## src/rtl/rl_shift_seq.sv

```systemverilog
// Multi-cycle shifter: SLL/SRL/SRA/ROL/ROR by up to STEP positions per cycle,
// with a valid/ready request port and a valid/ready result port.
module rl_shift_seq #(
  parameter int WIDTH = 8,
  parameter int STEP  = 1
) (
  input  logic             clk,
  input  logic             rst,
  input  logic             in_valid,
  output logic             in_ready,
  input  logic [WIDTH-1:0] in1,
  input  logic [WIDTH-1:0] in2,
  input  logic [2:0]       shift_select,
  output logic             out_valid,
  input  logic             out_ready,
  output logic [WIDTH-1:0] result,
  output logic             zero,
  output logic             busy,
  output logic [1:0]       state_dbg
);

  localparam int LW = $clog2(WIDTH);
  localparam int CW = LW + 1;
  localparam logic [CW-1:0]    WIDTH_C = CW'(WIDTH);
  localparam logic [CW-1:0]    STEP_C  = CW'(STEP);
  localparam logic [WIDTH-1:0] WIDTH_W = WIDTH'(WIDTH);

  typedef enum logic [1:0] {
    IDLE  = 2'd0,
    SHIFT = 2'd1,
    DONE  = 2'd2
  } state_t;

  state_t            state_q, state_d;
  logic              loaded_q;
  logic [2:0]        mode_q;
  logic [WIDTH-1:0]  work_q;
  logic [CW-1:0]     rem_q;
  logic [WIDTH-1:0]  result_q;
  logic [CW-1:0]     k_in;
  logic [CW-1:0]     step_amt;
  logic [WIDTH-1:0]  shifted;
  logic              accept;

  // Handshakes: a beat transfers on a rising edge where valid && ready are both
  // high; valid never waits on ready, and the producer holds data while valid.
  // loaded_q marks the cycle after accept, spent in IDLE picking SHIFT or DONE.
  assign in_ready  = (state_q == IDLE) && !loaded_q && !rst;
  assign accept    = in_valid && in_ready;
  assign out_valid = (state_q == DONE);
  assign busy      = (state_q != IDLE);
  assign result    = result_q;
  assign zero      = out_valid && (result_q == '0);
  assign state_dbg = state_q;

  always_comb begin
    k_in = '0;
    case (shift_select)
      3'b000, 3'b001, 3'b010: k_in = (in2 >= WIDTH_W) ? WIDTH_C : CW'(in2);
      3'b011, 3'b100:         k_in = {1'b0, in2[LW-1:0]};
      default:                k_in = '0;
    endcase
  end

  assign step_amt = (rem_q > STEP_C) ? STEP_C : rem_q;

  // Rotates only ever see 0 < step_amt < WIDTH, so WIDTH - step_amt is in range.
  always_comb begin
    shifted = work_q;
    case (mode_q)
      3'b000:  shifted = work_q << step_amt;
      3'b001:  shifted = work_q >> step_amt;
      3'b010:  shifted = $signed(work_q) >>> step_amt;
      3'b011:  shifted = (work_q << step_amt) | (work_q >> (WIDTH_C - step_amt));
      3'b100:  shifted = (work_q >> step_amt) | (work_q << (WIDTH_C - step_amt));
      default: shifted = work_q;
    endcase
  end

  always_comb begin
    state_d = state_q;
    case (state_q)
      IDLE:    if (loaded_q) state_d = (rem_q != '0) ? SHIFT : DONE;
      SHIFT:   if (rem_q == step_amt) state_d = DONE;
      DONE:    if (out_ready) state_d = IDLE;
      default: state_d = IDLE;
    endcase
  end

  always_ff @(posedge clk) begin
    if (rst) begin
      state_q  <= IDLE;
      loaded_q <= 1'b0;
      mode_q   <= '0;
      work_q   <= '0;
      rem_q    <= '0;
      result_q <= '0;
    end else begin
      state_q <= state_d;
      case (state_q)
        IDLE: begin
          if (accept) begin
            loaded_q <= 1'b1;
            mode_q   <= shift_select;
            rem_q    <= k_in;
            work_q   <= (shift_select > 3'b100) ? '0 : in1;
          end else if (loaded_q) begin
            loaded_q <= 1'b0;
            if (state_d == DONE) result_q <= work_q;
          end
        end
        SHIFT: begin
          work_q <= shifted;
          rem_q  <= rem_q - step_amt;
          if (state_d == DONE) result_q <= shifted;
        end
        default: ;
      endcase
    end
  end

endmodule

```

## config.mk

```make
export PLATFORM = sky130hd
export DESIGN_NAME = rl_shift_seq
export DESIGN_NICKNAME = d
export VERILOG_FILES = /design/src/rtl/rl_shift_seq.sv
export SDC_FILE = /design/constraint.sdc
export NUM_CORES = 1
export LEC_CHECK = 0
export CAP_MARGIN = 20
export CORE_MARGIN = 2
export CORE_UTILIZATION = 30
export CTS_CLUSTER_DIAMETER = 120
export DETAILED_ROUTE_END_ITERATION = 10
export DONT_BUFFER_PORTS = 1
export HOLD_SLACK_MARGIN = 0.03
export PLACE_DENSITY_LB_ADDON = 0.3
export SETUP_SLACK_MARGIN = 0.1
export SLEW_MARGIN = 20
export SYNTH_ARGS = -nofsm -noshare
export SYNTH_HDL_FRONTEND = slang
export SYNTH_SLANG_ARGS = --single-unit
```

## constraint.sdc

```tcl
create_clock -name clk -period 3.1 [get_ports clk]
set_input_delay 0.31 -clock clk [delete_from_list [all_inputs] [get_ports clk]]
set_output_delay 0.31 -clock clk [all_outputs]
set_load 0.02 [all_outputs]
```

==> flow_summary.yaml, run 1 <==
outcome:
  status: "complete, no violations"
placement:
  port_buffers: 0
  place.gp.congestion: 0.893
  dp_slack_ns: 0.456
  hpwl_mm: 3.99
  placed_area_um2: 1930
power_and_ir_drop:
  p_leak_nw: 0.682
  intPower_mw: 0.612
  power_frac_comb_pct: 35.7
  switching_share_pct: 39.6
  power_density_nw_per_um2: 515
  clkPwrFrac_pct: 19.4
  ir_drop_mv: 0.176
  power.share.sequential_pct: 45.0
  p_switching_mw: 0.402
synthesis:
  ys_top_cells_by_count: "a21oi_1, dfxtp_1, nand2_1"
  ys_seq_area_share_pct: 27.8
  synth_edf_count: 0
  syn_inst: 259
  syn_nets: 284
  yosysUniqueCellTypes: 50
  synth_top_area_cell: "dfxtp_1"
  synthTopCellsByArea: "dfxtp_1, a21oi_1, o21ai_0"
  synth-main-ff-cell: "dfxtp_1"
  async_flop_share_pct: 0
  synthMostInstantiatedCell: "a21oi_1"
  avgSynthCellArea_um2: 7.24
  synth.yosys.warnings: 0
  netlist_area_um2: 1870
  synth.top_cell.area_share_pct: 27.8
  ys_ff_latch: 26
clock_tree:
  clock_latency_ns: 0.27
  clk_pin_slew_ns: 0.09
  cts_max_level: 1
  cts_root_buffer: "clkbuf_8"
  cts_tree: "built"
  cts_buffers: 3
  ctsResizeCount: 0
  post-cts-setup-buffers: 0
  cts_buffer_depth: 2
  clkSinkCount: 26
  ctsHoldBuffers: 0
floorplanning:
  die_h_um: 83.0
  fp.dieW_um: 83.0
  die-area_um2: 6900
  ios: 37
  start_util_pct: 31.3
  core_um2: 5990
  num_rows: 28
sta:
  finalSetupViolCount: 0
  fin_setup_tns_ns: 0
  max_slew_margin_pct: 51.2
  clock.fmax_mhz: 377
  fin_crit_ns: 2.66
  skew_ns: 0.00455
  slew_violations: 0
  fin_crit_sh_pct: 85.6
  holdWs_ns: 0.0953
  tightest_slew_ns: 0.729
  grt_setup_unrepaired: "no"
  hold_violations: 0
  setup_ws_ns: 0.445
worst_setup_path:
  r2r_start: "rem_q[0]"
  critPathRequiredTime_ns: 3.27
  end_kind: "register"
  cp-start-kind: "register"
  path_max_fanout: 13
  arrival_ns: 2.83
  startpoint: "rem_q[0]"
  path_class: "reg2reg"
drt:
  drcViolationCount: 0
  drtPass1Iterations: 4
  vias: 1912
  ant_nets: 0
  wl_mm: 5.59
  routedWlPerCell_um: 17.5
  drt_first_iter_violations: 186
  vias_per_cell: 5.99
layout:
  n_antenna_cell: 0
  nFillCells: 655
  final_area_um2: 1970
  synthToLayoutAreaGrowth_pct: 5.01
  final_layout_size_suffix_gt1_share_pct: 8.61
  finalNetCount: 271
run:
  max-cap-violations: 0
global_route:
  grt_usage_pct: 16.0
  grt_pass1_vias: 1738
  overflow: 0
  antenna_found_initial: 0
  grt_pass1_wl_mm: 9.23
  grt_start_max_net_pins: 29
hold_path:
  hold_start: "rst"
  hp-class: "in2reg"
==> state kept, by name, indices dropped and copies added, names as in the netlist <==
name,cells
result,8
work_q,8
rem_q,4
mode_q,3
state_dbg,2
loaded_q,1
==> routing by layer <==
layer	global-route usage, %	share of wire, %	vias up
met5	0	0	-
met4	1.79	0	0
met3	4.27	7.7	0
met2	25.4	45	61
met1	22.6	48	922
li1	-	-	929
==> critical path, cell delays in order, from the launching register on <==
cell     delay [ns]
dfxtp_1        0.38
or4_1          0.56
inv_1          0.09
buf_4          0.19
mux2_2         0.35
a221o_1        0.35
or4b_1         0.51
o211a_1        0.12
==> stage by stage <==
step                util [%]  total power, mW  instances
finish                  32.9             1.01        319
CTS                     32.9             1.01        319
detailed placement      32.2            0.818        316
global placement        32.2            0.818        316
floorplan                  -            0.729        259
global route            32.9             1.08        319
==> logic make-up after synthesis <==
group | share of synthesized area (%)
simple gates | 24.0
flops | 27.8
compound gates | 33.8
buf+inv | 6.21
mux | 5.27
fa+ha+maj | 1.33
other cells | 0.200
xor+xnor | 1.40
==> area by class of cell <==
type,count,area [um^2],area share [%]
Sequential cell,26,520,26.4
Multi-Input combinational cell,203,1240,62.9
Tap cell,75,93.8,4.77
Clock buffer,3,41.3,2.10
Timing Repair Buffer,8,60.1,3.05
Inverter,4,15.0,0.763
==> cell usage in the layout (no fill, tap or decap), types with 8 or more instances in the layout <==
cell type and instances:
nor2_1 23, a221oi_1 8, nand2b_1 8, buf_4 8, a21oi_1 28, nand2_1 26, a211oi_1 9, nor3_1 8
o21ai_0 20, dfxtp_1 26
==> power by group through the flow <==
stage,Clock [mW],Sequential (mW),Combinational (mW)
after floorplan,0,0.418,0.311
after CTS,0.203,0.455,0.357
final,0.196,0.456,0.361
after global routing,0.221,0.464,0.400
after global placement,0,0.463,0.355
after detailed placement,0,0.462,0.355
==> worst paths after layout <==
path | to | slack (ns) | cells past startpoint
hold reg to reg | rem_q[1] | 0.53 | 2
setup / recovery | work_q[6] | 0.44 | 7
hold / removal | rem_q[0] | 0.1 | 1
setup reg to reg | work_q[6] | 0.44 | 7
Note: power is estimated with default switching activity, not from simulation.
==> run 2: changes to the inputs <==
--- a/config.mk
+++ b/config.mk
@@ -12,6 +12,7 @@
 export DETAILED_ROUTE_END_ITERATION = 10
 export DONT_BUFFER_PORTS = 1
 export HOLD_SLACK_MARGIN = 0.03
+export MAX_ROUTING_LAYER = met4
 export PLACE_DENSITY_LB_ADDON = 0.3
 export SETUP_SLACK_MARGIN = 0.1
 export SLEW_MARGIN = 20
==> run 2 against run 1 <==
Count of clock-buffer cells in the layout unchanged. Non-clock buffer count did not move. Maximum frequency is 1.2% lower. Via count down 1.6%. Global-route usage rose by 0.58 points. Sequential share of layout area is the same. Worst setup slack got worse by 0.032 ns. Clock power about the same. Total power about the same. Register-to-register slack got worse by 0.03 ns. Critical path type unchanged. Largest cell class unchanged.
==> flow_summary.yaml, run 2 (synthesis gave the netlist of run 1 again) <==
sta:
  max_slew_margin_pct: 51.1
  hold_violations: 0
  clock.fmax_mhz: 372
  finalSetupViolCount: 0
  grt_setup_unrepaired: "no"
  fin_crit_sh_pct: 86.7
  skew_ns: 0.00566
  tightest_slew_ns: 0.731
  fin_setup_tns_ns: 0
  slew_violations: 0
  fin_crit_ns: 2.69
layout:
  finalNetCount: 271
  finalNonFillerCells: 319
  final_common_cell: "a21oi_1"
  final_layout_size_suffix_gt1_share_pct: 8.61
  n_antenna_cell: 0
  final_cell_mix: "a21oi_1, nand2_1, dfxtp_1"
  nFillCells: 655
  synthToLayoutAreaGrowth_pct: 5.01
worst_setup_path:
  rr_worst_depth: 8
  path_delay_family: "simple AND/OR/NAND/NOR gates"
  reg2reg_slack_ns: 0.41
  path_buf_inv: 1
  arrival_ns: 2.86
  path_class: "reg2reg"
  cp_cell_sequence: "or4_1 -> inv_1 -> ha_1 -> mux2i_1 -> o211ai_1 -> a221o_1 -> or4b_1 -> o211a_1"
  critPathRequiredTime_ns: 3.27
  cpPeakStageDelay_ns: 0.53
  end_kind: "register"
  slowest_stage: "or4_1"
  r2r_start: "rem_q[1]"
  cp-start-kind: "register"
  rr_endpoint: "work_q[6]"
  path_max_fanout: 9
placement:
  place.gp.congestion: 0.939
  hpwl_mm: 4.11
  placed_cells: 316
  port_buffers: 0
run:
  max-cap-violations: 0
floorplanning:
  fp.dieW_um: 83.0
  die_h_um: 83.0
  die-area_um2: 6900
  start_util_pct: 31.3
  core_um2: 5990
  ios: 37
  num_rows: 28
clock_tree:
  clkSinkCount: 26
  clk_pin_slew_ns: 0.09
  ctsResizeCount: 0
  ctsHoldBuffers: 0
  cts_max_level: 1
  cts_root_buffer: "clkbuf_8"
  clock_latency_ns: 0.27
  cts_tree: "built"
  post-cts-setup-buffers: 0
  cts_buffer_depth: 2
  cts_buffers: 3
global_route:
  grt_pass1_vias: 1706
  grt_pass1_wl_mm: 9.26
  grt_start_max_net_pins: 29
  grt_usage_pct: 16.6
  overflow: 0
  antenna_found_initial: 0
hold_path:
  hold_start: "rst"
  min_to: "loaded_q"
  hold_depth: 1
  hp-class: "in2reg"
drt:
  ant_nets: 0
  routedWlPerCell_um: 17.6
  wl_mm: 5.63
  vias: 1882
  drt_first_iter_violations: 190
  drtPass1Iterations: 4
  drcViolationCount: 0
  vias_per_cell: 5.90
outcome:
  status: "complete, no violations"
power_and_ir_drop:
  power_density_nw_per_um2: 514
  ir_drop_mv: 0.233
  p_leak_nw: 0.682
[run 2: cell counts in the layout (fill, tap and decap cells not counted)]
No cell type changed its count.
[run 2: routing by layer]
metal  up-vias  global-route usage, %  wire [um]
met5         -                      -          0
met4         0                   1.79         16
met3         2                   4.67        484
met2        72                   25.1       2500
met1       877                   22.8       2620
li1        931                      -          -
[run 2: worst max path at each step]
stage / from / endpoint / cells after the start / slack (ns)
after floorplan: rem_q[0] / work_q[6] / 11 / 0.14
after global placement: rem_q[1] / work_q[6] / 8 / 0.46
after detailed placement: rem_q[1] / work_q[6] / 8 / 0.43
after CTS: rem_q[1] / work_q[6] / 8 / 0.42
after global routing: rem_q[1] / work_q[6] / 8 / 0.27
final: rem_q[1] / work_q[6] / 8 / 0.41
[run 2: cell type report]
cell class	instances	area, um^2	area share, %
clock buffer	3	41.3	2.10
inverter	4	15.0	0.763
multi-input combinational	203	1240	62.9
sequential	26	520	26.4
tap	75	93.8	4.77
timing repair buffer	8	60.1	3.05
[run 2: metrics by stage]
stage	total power [mW]	utilization (%)	setup WS, ns	area, um^2	hold slack (ns)
3_3_place_gp	0.816	32.2	0.458	1930	0.386
3_5_place_dp	0.819	32.2	0.434	1930	0.387
6_report	1.01	32.9	0.413	1970	0.0963
4_1_cts	1.01	32.9	0.420	1970	0.0875
5_1_grt	1.09	32.9	0.269	1970	0.0721
2_1_floorplan	0.729	-	0.136	1880	0.419
[run 2: where the power goes]
part           internal, mW  switching (mW)
clock network        0.0872           0.109
registers             0.369          0.0858
logic                 0.154           0.207
